`src/rtl/jt12_pg_pkg.sv`:
```
// Shared constants and slot decode for the phase-generator slot sequencer.
// Slot order within a round: groups of six channels, operators S1,S3,S2,S4.
package jt12_pg_pkg;

  localparam int SLOTS = 24;
  localparam int CHANS = 6;

  localparam int FNUM_LSB  = 0;
  localparam int FNUM_W    = 11;
  localparam int BLOCK_LSB = 11;
  localparam int BLOCK_W   = 3;
  localparam int MUL_LSB   = 0;
  localparam int MUL_W     = 4;
  localparam int DT1_LSB   = 4;
  localparam int DT1_W     = 3;

  // Operator index (0..3 = S1..S4) served by each six-slot group.
  localparam logic [1:0] OP_ORDER [4] = '{2'd0, 2'd2, 2'd1, 2'd3};

  typedef struct packed {
    logic [2:0] ch;
    logic [1:0] op;
  } chop_t;

  function automatic chop_t slot_to_chop(input logic [4:0] slot);
    chop_t r;
    r.ch = 3'(slot % 5'd6);
    r.op = OP_ORDER[2'(slot / 5'd6)];
    return r;
  endfunction

endpackage

```
`src/rtl/jt12_pg_slotmap.sv`:
```
// Combinational slot index to {channel, operator} decode.
module jt12_pg_slotmap
  import jt12_pg_pkg::*;
(
  input  logic [4:0] slot_i,
  output logic [2:0] ch_o,
  output logic [1:0] op_o
);

  chop_t map;

  assign map  = slot_to_chop(slot_i);
  assign ch_o = map.ch;
  assign op_o = map.op;

endmodule

```
`src/rtl/jt12_pg_sched.sv`:
```
// Slot sequencer and parameter feeder for the 24-slot PG pipeline: register files,
// one-entry write buffer committed at the round boundary, key-on to phase-reset pulses.
module jt12_pg_sched
  import jt12_pg_pkg::*;
(
  input  logic        clk,
  input  logic        rst_n,
  input  logic        clk_en,
  input  logic        wr_valid,
  output logic        wr_ready,
  input  logic        wr_sel,
  input  logic [2:0]  wr_ch,
  input  logic [1:0]  wr_op,
  input  logic [13:0] wr_data,
  input  logic        kon_valid,
  input  logic [2:0]  kon_ch,
  input  logic [3:0]  kon_ops,
  output logic        zero,
  output logic [4:0]  slot_I,
  output logic [10:0] fnum_I,
  output logic [2:0]  block_I,
  output logic [2:0]  dt1_II,
  output logic        pg_rst_III,
  output logic [3:0]  mul_V
);

  logic [4:0]  slot_i_q, slot_ii_q, slot_iii_q, slot_iv_q;
  logic [4:0]  slot_d;
  logic        zero_q;
  logic [10:0] fnum_o_q;
  logic [2:0]  block_o_q;
  logic [2:0]  dt1_o_q;
  logic        pg_rst_o_q;
  logic [3:0]  mul_o_q;

  logic [10:0] fnum_q  [CHANS];
  logic [2:0]  block_q [CHANS];
  logic [2:0]  dt1_q   [CHANS][4];
  logic [3:0]  mul_q   [CHANS][4];
  logic [3:0]  kon_q   [CHANS];
  logic [3:0]  kon_d   [CHANS];

  logic        wr_ready_q;
  logic        pend_sel_q;
  logic [2:0]  pend_ch_q;
  logic [1:0]  pend_op_q;
  logic [13:0] pend_dat_q;
  logic        accept;
  logic        commit;

  logic [2:0]  ch_i, ch_ii, ch_iii, ch_v;
  logic [1:0]  op_i, op_ii, op_iii, op_v;

  assign slot_d = (slot_i_q == 5'(SLOTS - 1)) ? 5'd0 : slot_i_q + 5'd1;
  assign accept = wr_valid && wr_ready_q;
  assign commit = clk_en && (slot_i_q == 5'(SLOTS - 1)) && !wr_ready_q;

  // Each tap decodes the slot that is about to enter that stage on this edge.
  jt12_pg_slotmap u_map_i   (.slot_i(slot_d),    .ch_o(ch_i),   .op_o(op_i));
  jt12_pg_slotmap u_map_ii  (.slot_i(slot_i_q),  .ch_o(ch_ii),  .op_o(op_ii));
  jt12_pg_slotmap u_map_iii (.slot_i(slot_ii_q), .ch_o(ch_iii), .op_o(op_iii));
  jt12_pg_slotmap u_map_v   (.slot_i(slot_iv_q), .ch_o(ch_v),   .op_o(op_v));

  always_ff @(posedge clk or negedge rst_n) begin
    if (!rst_n) begin
      slot_i_q   <= 5'd23;
      slot_ii_q  <= 5'd22;
      slot_iii_q <= 5'd21;
      slot_iv_q  <= 5'd20;
      zero_q     <= 1'b0;
      fnum_o_q   <= '0;
      block_o_q  <= '0;
      dt1_o_q    <= '0;
      pg_rst_o_q <= 1'b0;
      mul_o_q    <= '0;
    end else if (clk_en) begin
      slot_i_q   <= slot_d;
      slot_ii_q  <= slot_i_q;
      slot_iii_q <= slot_ii_q;
      slot_iv_q  <= slot_iii_q;
      zero_q     <= (slot_d == 5'd0);
      fnum_o_q   <= fnum_q[ch_i];
      block_o_q  <= block_q[ch_i];
      dt1_o_q    <= dt1_q[ch_ii][op_ii];
      pg_rst_o_q <= kon_q[ch_iii][op_iii];
      mul_o_q    <= mul_q[ch_v][op_v];
    end
  end

  always_ff @(posedge clk or negedge rst_n) begin
    if (!rst_n) begin
      wr_ready_q <= 1'b1;
      pend_sel_q <= 1'b0;
      pend_ch_q  <= '0;
      pend_op_q  <= '0;
      pend_dat_q <= '0;
    end else if (accept) begin
      wr_ready_q <= 1'b0;
      pend_sel_q <= wr_sel;
      pend_ch_q  <= wr_ch;
      pend_op_q  <= wr_op;
      pend_dat_q <= wr_data;
    end else if (commit) begin
      wr_ready_q <= 1'b1;
    end
  end

  // Committed contents are visible only to loads on later edges.
  always_ff @(posedge clk or negedge rst_n) begin
    if (!rst_n) begin
      for (int c = 0; c < CHANS; c++) begin
        fnum_q[c]  <= '0;
        block_q[c] <= '0;
        for (int o = 0; o < 4; o++) begin
          dt1_q[c][o] <= '0;
          mul_q[c][o] <= '0;
        end
      end
    end else if (commit && (pend_ch_q < 3'(CHANS))) begin
      if (!pend_sel_q) begin
        fnum_q[pend_ch_q]  <= pend_dat_q[FNUM_LSB +: FNUM_W];
        block_q[pend_ch_q] <= pend_dat_q[BLOCK_LSB +: BLOCK_W];
      end else begin
        dt1_q[pend_ch_q][pend_op_q] <= pend_dat_q[DT1_LSB +: DT1_W];
        mul_q[pend_ch_q][pend_op_q] <= pend_dat_q[MUL_LSB +: MUL_W];
      end
    end
  end

  // Clear of the slot entering stage III is applied first so a same-edge set wins.
  always_comb begin
    for (int c = 0; c < CHANS; c++) kon_d[c] = kon_q[c];
    if (clk_en) kon_d[ch_iii][op_iii] = 1'b0;
    if (kon_valid && (kon_ch < 3'(CHANS))) kon_d[kon_ch] = kon_d[kon_ch] | kon_ops;
  end

  always_ff @(posedge clk or negedge rst_n) begin
    if (!rst_n) begin
      for (int c = 0; c < CHANS; c++) kon_q[c] <= '0;
    end else begin
      for (int c = 0; c < CHANS; c++) kon_q[c] <= kon_d[c];
    end
  end

  assign wr_ready   = wr_ready_q;
  assign zero       = zero_q;
  assign slot_I     = slot_i_q;
  assign fnum_I     = fnum_o_q;
  assign block_I    = block_o_q;
  assign dt1_II     = dt1_o_q;
  assign pg_rst_III = pg_rst_o_q;
  assign mul_V      = mul_o_q;

endmodule

```
`config.mk`:
```
export PLATFORM = sky130hd
export DESIGN_NAME = jt12_pg_sched
export DESIGN_NICKNAME = d
export VERILOG_FILES = /design/src/rtl/jt12_pg_pkg.sv /design/src/rtl/jt12_pg_slotmap.sv /design/src/rtl/jt12_pg_sched.sv
export SDC_FILE = /design/constraint.sdc
export NUM_CORES = 1
export LEC_CHECK = 0
export BUFFER_PORTS_ARGS = -buffer_cell sky130_fd_sc_hd__buf_2
export CORE_MARGIN = 2
export CORE_UTILIZATION = 50
export DETAILED_ROUTE_END_ITERATION = 16
export GPL_ROUTABILITY_DRIVEN = 0
export PLACE_DENSITY = 0.67
export SYNTH_ARGS = -nofsm -noshare
export SYNTH_HDL_FRONTEND = slang
export SYNTH_SLANG_ARGS = --single-unit
```
`constraint.sdc`:
```
create_clock -name clk -period 4.85 [get_ports clk]
set_clock_uncertainty 0.05 [all_clocks]
set_input_delay 0.485 -clock clk [delete_from_list [all_inputs] [get_ports clk]]
set_output_delay 0.485 -clock clk [all_outputs]
set_load 0.005 [all_outputs]
```
Yosys cells after proc, flatten, opt, wreduce, memory -nomap -nowiden
Cells that the tools add are included.
Widths: inputs -> output; s select.
{ "classes": {"n_addsub": 1, "mul": 0, "div": 7, "order_cmp": 20, "eq_ne": 1, "n_shift": 0, "n_mux": 63, "bitwise_logic": 16, "n_reduce_logical": 15} }
{ "ops": {"columns": ["op", "n"], "rows": [
  ["$bwmux 96", 1],
  ["$bwmux 72", 1],
  ["$bwmux 66", 1],
  ["$bmux 16 s3", 1],
  ["$demux 16 s3", 1],
  ["$mux 16", 3],
  ["$mux 24", 2],
  ["$bmux 12 s3", 1],
  ["$demux 12 s3", 1],
  ["$mux 12", 3],
  ["$mux 4", 9],
  ["$bmux 11 s3", 1],
  ["$demux 11 s3", 1],
  ["$mux 11", 3],
  ["$and 24x24->24", 1],
  ["$bmux 4 s3", 2],
  ["$bwmux 24", 1],
  ["$demux 4 s3", 2],
  ["$ge 4x4->1 const B", 6],
  ["$not 24->24", 1],
  ["$not 3->4", 6],
  ["$mod 5x3->5 const B", 4],
  ["$bwmux 18", 1],
  ["$ge 3x3->1 const B", 6],
  ["other kinds (29)", 64]
]} }
{ "word_totals": {"reg_bits": 340, "latch_bits": 0, "ramBits": 0, "mem_bits_ro": 0, "input_bits": 32, "out_inout_bits": 29, "elab_cells": 204, "mem_count": 0} }

Logic depth before layout (Yosys ltp)
{ "logic_depth": {"word_depth": 20, "mapped_depth": 18} }

Modules after synthesis
A second synthesis with hierarchy kept.
{ "unflattened": {"hier_cells": 1238, "area_unflattened_um2": 16480.8} }
{ "modules_own_cells": {"columns": ["mod", "n_inst", "cells_each", "area_each_um2", "seq_area_each_um2"], "rows": [
  ["jt12_pg_sched", 1, 1130, 15635.0, 8524.4],
  ["jt12_pg_slotmap", 4, 27, 211.5, 0.0]
]} }

Worst setup path after synthesis
OpenSTA, ideal clock, no wires.
{ "synth_path": {"kind": "reg-to-reg", "from": "register slot_i_q[4], in the netlist slot_I[4]", "to": "register dt1_o_q[2], in the netlist dt1_II[2]", "setup_ns": 0.143, "arrival_time_ns": 3.331, "t_required_ns": 4.657, "slack_ns": 1.327, "stages_incl_launch_ff": 17, "path_buffers": 3, "period_less_slack_ns": 3.523, "cell_sequence": "dfstp_2 > buf_4 > nand2b_1 > ha_1 > clkbuf_1 > o211a_1 > nor2_1 > inv_1 > ha_1 > inv_1 > o221ai_1 > a2111oi_4 > mux2i_1 > buf_2 > mux4_2 > a21oi_1 > o22ai_1"} }
{ "synth_between": {"elab_chain_cells": 9, "word_cells_on_any_way": 14, "classes_between": "2 x div; 9 x mux; 3 x bitwise"} }
{ "synth_rtl": {"columns": ["item", "line", "source"], "rows": [
  ["start, declared", "jt12_pg_sched.sv:27", "logic [4:0] slot_i_q, slot_ii_q, slot_iii_q, slot_iv_q;"],
  ["start signal, assigned", "jt12_pg_sched.sv:77", "slot_i_q <= slot_d;"],
  ["branches (longest 6 deep; another with $mod 5x3->5)", null, null],
  ["$bmux 3 s2 (*)", "jt12_pg_sched.sv:84", "dt1_o_q <= dt1_q[ch_ii][op_ii];"],
  ["$mux 3 (implied by the code) (*) (2 in series)", "jt12_pg_sched.sv:84", null],
  ["end signal, assigned", "jt12_pg_sched.sv:84", null],
  ["end, declared", "jt12_pg_sched.sv:32", "logic [2:0] dt1_o_q;"]
]} }
Every way passes the cells marked *. The select of a mux whose other input is x is not followed.
A chain may end at the register's enable or synchronous reset.

Worst setup path in the final report
{ "layout_path": {"from": "register slot_i_q[1], in the netlist slot_I[1]", "to": "register fnum_o_q[10], in the netlist fnum_I[10]"} }
{ "layout_between": {"elab_chain_cells": 7, "word_cells_on_any_way": 8, "classes_between": "1 x add/sub; 1 x div; 1 x eq/ne; 4 x mux; 1 x bitwise"} }
{ "layout_rtl": {"columns": ["item", "line", "source"], "rows": [
  ["$add 5x1->5 or $eq 5x5->1 (tied branches)", "jt12_pg_sched.sv:54", "assign slot_d = (slot_i_q == 5'(SLOTS - 1)) ? 5'd0 : slot_i_q + 5'd1;"],
  ["$mux 5 (*)", "jt12_pg_sched.sv:54", null],
  ["$mod 5x3->5 (*)", "jt12_pg_pkg.sv:27", "r.ch = 3'(slot % 5'd6);"],
  ["$not 3->4 (implied by the code) (*)", "jt12_pg_sched.sv:82", "fnum_o_q <= fnum_q[ch_i];"],
  ["$bmux 11 s3 (*)", "jt12_pg_sched.sv:82", null],
  ["$mux 11 (implied by the code) (*) (2 in series)", "jt12_pg_sched.sv:82", null],
  ["end signal, assigned", "jt12_pg_sched.sv:82", null],
  ["end, declared", "jt12_pg_sched.sv:30", "logic [10:0] fnum_o_q;"]
]} }
Mark *: on every way between the ends. The rest lies on a longest branch, timed or not. The select of a mux whose other input is x is not followed.

==> run summary <==
• 0 — # DRC
• 4.54 ns — Final Critical Period
• 5.96 — detail-routed via count per cell
• 0 — Post-CTS Setup Inserts
• 13.0 sq um — per-instance average area after synthesis
• 24.3% — worst max-slew margin expressed relative to the limit
• 0 — number of max-cap violations
• sky130_fd_sc_hd__dfrtp_1 — Synth area leader
• 66 — count of standard-cell rows
• compound AO/OA/AOI/OAI gates — family with the most delay on the worst path
• 3 — worst-case clock buffer depth
• in2async — hold crit path type
• 0 — cts-stage hold buffer count
• 16,600 sq um — Synth Cell Area
• 48 — number of endpoints with negative hold slack in the final report
• 37,800 um — Total Routed Length
• negative hold slack — violations in the final reports
• 0 — final number of max-transition violations
• 11.7% — area growth from synthesis to layout
• ha_1 -> and3_1 -> o221a_1 -> o21ai_0 -> ha_1 -> nand2b_1 -> nand2b_1 -> a21oi_1 -> a311oi_2 -> a221oi_4 -> xnor2_4 -> buf_4 -> mux2i_1 -> o221ai_1 — cells along the critical path
• 0 — initial antenna violation count
• 2 — H-tree levels
• 61 — # IOs
• 100% — Post-synth ARST share
• 340 — number of synthesized register bits
• 0 — number of enable-type register cells in the synthesized netlist
• register — startpoint class of the critical path
• false — RSZ-0062 raised after global routing
• 93.6% — share of the clock period used by the worst path
• reg2reg — critical path type
• 1 — worst path buffer plus inverter count
• 34,600 sq um — full die area
• 60 — port bufs
• 10,860 — via count of the first global-routing pass
• sky130_fd_sc_hd__clkbuf_16 — clock root buffer
• sky130_fd_sc_hd__dfrtp_1, sky130_fd_sc_hd__mux2_2, sky130_fd_sc_hd__mux2i_1 — biggest area contributors in the synthesized netlist
• 0 ns — total negative slack for setup checks
• register — critical path endpoint category
• 0 — cells resized by post-CTS repair
• 38 — CTS Buf Count
• 621 — Iteration-0 DRC Markers
• 21 — biggest fanout along the worst timing path
• 24,300 um — detailed-placement wirelength estimate
• 1.14 ns — Worst Tran Pin Value
• 0.523 mV — peak ir drop on the vdd network
• 220 MHz — f_max
• 0 — count of antenna-violating nets left after detailed routing
• 4.89 ns — arrival time reported for the critical path endpoint
• 79 — number of distinct library cells after synthesis
• 18,500 sq um — post-route design area
• 17,300 sq um — instance area after placement
• 0.06 ns — Worst-path clk slew
• 543 nW/um^2 — PD cells
• 50.8% — starting density of the core
• -0.0474 ns — Hold Worst Slack
• 0 — grt total ovfl
• 0 — number of warnings issued by yosys
• 186 um — Die Width
• 0.394 ns — Worst Setup Slack post-DPL
• 0.54 ns — clock latency on the worst-skew pair
• 340 — Clock Sink Count
• 120 — pin count of the biggest net entering global routing
• 2,694 — fillers
• 1,277 — post-synthesis cell count
• 8.84 nW — Leakage
• 0 — setup-violating endpoint count in the final report
• 8520 sq um — Reg area
• 22.7% — GRT Util Overall
• 0.82 ns — stage delay of the slowest cell on the critical path
• 1,359 — Final nets
• 0.308 ns — worst setup slack after layout
• 186 um — DIE HEIGHT
• yes — clock tree from TritonCTS
• sky130_fd_sc_hd__xnor2_4 — master of the slowest instance on the critical path
• 49.4% — share of Yosys cell area claimed by the top area cell type
• 5 — detailed-routing iteration count for the pre-antenna-repair pass
• 10,642 — via count
• 0 — number of antenna repair diodes
• sky130_fd_sc_hd__dfrtp_1 — leading register cell type out of synthesis
• 32,600 sq um — core region area
• finished with violations — status
• 37.8% — layout cells sized above 1
• 1,322 — Mapped Nets
• 61,100 um — global-route wire length before repair
• 7590 sq um — total area of multi-input combinational cells
• 5.19 ns — endpoint required time on the critical path
• 51.4% — proportion of synthesized chip area in sequential cells
• 21.2 um — mean routed wirelength per cell
-- metrics by stage --
| step | cells | power (W) | hold WS (ns) | utilization [%] |
|---|---|---|---|---|
| finish | 1785 | 0.0101 | -0.0474 | 56.8 |
| global route | 1785 | 0.0106 | 0.0355 | 56.8 |
| CTS | 1785 | 0.0101 | 0.00844 | 56.8 |
| detailed placement | 1716 | 0.00723 | 0.432 | 53.0 |
| global placement | 1716 | 0.00717 | 0.421 | 53.0 |
| floorplan | 1277 | 0.00625 | 0.139 | - |
-- worst reg2reg max path: stages, from the launching register on --
cell and delay [ns]:
sky130_fd_sc_hd__dfstp_2 0.67, sky130_fd_sc_hd__ha_1 0.38, sky130_fd_sc_hd__and3_1 0.25, sky130_fd_sc_hd__o221a_1 0.22, sky130_fd_sc_hd__o21ai_0 0.10, sky130_fd_sc_hd__ha_1 0.32, sky130_fd_sc_hd__nand2b_1 0.09, sky130_fd_sc_hd__nand2b_1 0.13
sky130_fd_sc_hd__a21oi_1 0.09, sky130_fd_sc_hd__a311oi_2 0.43, sky130_fd_sc_hd__a221oi_4 0.15, sky130_fd_sc_hd__xnor2_4 0.82, sky130_fd_sc_hd__buf_4 0.36, sky130_fd_sc_hd__mux2i_1 0.21, sky130_fd_sc_hd__o221ai_1 0.14
-- layout by cell type, fill, tap and decap left out, types with 5 or more instances in the layout --
master,n
sky130_fd_sc_hd__and3_1,9
sky130_fd_sc_hd__nor2_1,58
sky130_fd_sc_hd__clkbuf_8,7
sky130_fd_sc_hd__dfrtp_1,327
sky130_fd_sc_hd__clkinv_2,6
sky130_fd_sc_hd__clkbuf_1,10
sky130_fd_sc_hd__nand3_1,18
sky130_fd_sc_hd__o31ai_1,10
sky130_fd_sc_hd__nor2b_1,16
sky130_fd_sc_hd__mux2_2,282
sky130_fd_sc_hd__nor3_1,8
sky130_fd_sc_hd__clkbuf_16,39
sky130_fd_sc_hd__mux4_2,35
sky130_fd_sc_hd__buf_2,59
sky130_fd_sc_hd__nand2b_1,13
sky130_fd_sc_hd__and2_1,7
sky130_fd_sc_hd__o211ai_1,6
sky130_fd_sc_hd__o221ai_1,16
sky130_fd_sc_hd__a21oi_1,22
sky130_fd_sc_hd__nand2_1,52
sky130_fd_sc_hd__a22oi_1,14
sky130_fd_sc_hd__a31oi_1,6
sky130_fd_sc_hd__mux2i_1,82
sky130_fd_sc_hd__buf_4,22
sky130_fd_sc_hd__dfstp_2,13
sky130_fd_sc_hd__ha_1,13
sky130_fd_sc_hd__a221o_1,5
sky130_fd_sc_hd__nand3b_1,7
sky130_fd_sc_hd__nor4_1,5
sky130_fd_sc_hd__inv_1,23
sky130_fd_sc_hd__o21ai_0,41
sky130_fd_sc_hd__a211oi_1,6
-- sequential cells by signal, summed over array words and instances, names as in the netlist --
name and cells:
dt1_II 3, dt1_q 72, fnum_q 66, slot_ii_q 5, pend_ch_q 3, mul_V 4, slot_iii_q 5, pend_dat_q 14
fnum_I 11, pend_op_q 2, kon_q 24, mul_q 96, wr_ready 1, slot_I 5, slot_iv_q 5, pend_sel_q 1
block_q 18, pg_rst_III 1, block_I 3, zero 1
-- area by class of cell --
| cell class | count | share of cell area [%] |
|---|---|---|
| multi-input combinational | 827 | 41.0 |
| clock inverter | 13 | 0.696 |
| inverter | 23 | 0.466 |
| tap | 442 | 2.99 |
| clock buffer | 56 | 5.99 |
| timing repair buffer | 84 | 2.78 |
| sequential | 340 | 46.0 |
-- metal layers --
metal	up-vias	share of wire [%]	track usage, %
met3	60	3.6	3.40
met4	0	2.0	5.57
met1	5558	48	33.1
met2	220	46	35.8
met5	-	0	0
li1	4804	-	-
-- cell usage after synthesis, types with 17 or more instances --
master,number
sky130_fd_sc_hd__dfrtp_1,327
sky130_fd_sc_hd__mux2_2,282
sky130_fd_sc_hd__mux2i_1,82
sky130_fd_sc_hd__clkbuf_1,58
sky130_fd_sc_hd__nor2_1,58
sky130_fd_sc_hd__nand2_1,52
sky130_fd_sc_hd__o21ai_0,41
sky130_fd_sc_hd__mux4_2,35
sky130_fd_sc_hd__inv_1,23
sky130_fd_sc_hd__a21oi_1,22
sky130_fd_sc_hd__nand3_1,18
sky130_fd_sc_hd__buf_2,17
-- final timing paths --
| kind | startpoint | end | slack (ns) | cells past startpoint |
|---|---|---|---|---|
| worst min register to register | mul_q[79] | mul_q[79] | 0.44 | 1 |
| worst min-delay path | rst_n | dt1_q[25] | -0.05 | 1 |
| worst max register to register | slot_I[1] | fnum_I[10] | 0.31 | 14 |
| max in group asynchronous | rst_n | fnum_q[53] | 3.64 | 2 |
| worst max-delay path | slot_I[1] | fnum_I[10] | 0.31 | 14 |
| min in group clk | wr_valid | wr_ready | 0.08 | 2 |
-- kinds of logic after synthesis --
| kind of cell | Yosys count | synth area share [%] |
|---|---|---|
| AO/OA/AOI/OAI | 184 | 8.24 |
| buffers and inverters | 110 | 2.78 |
| flip-flops | 340 | 51.4 |
| AND/OR/NAND/NOR | 222 | 6.93 |
| XOR/XNOR | 6 | 0.476 |
| multiplexers | 402 | 29.1 |
| adder cells (fa/ha/maj) | 13 | 0.982 |
-- report_power, final --
part | switching (W) | internal (W)
registers | 0.000553 | 0.00314
clock network | 0.00117 | 0.00166
logic | 0.00208 | 0.00145
(Power assumes the default switching activity.)
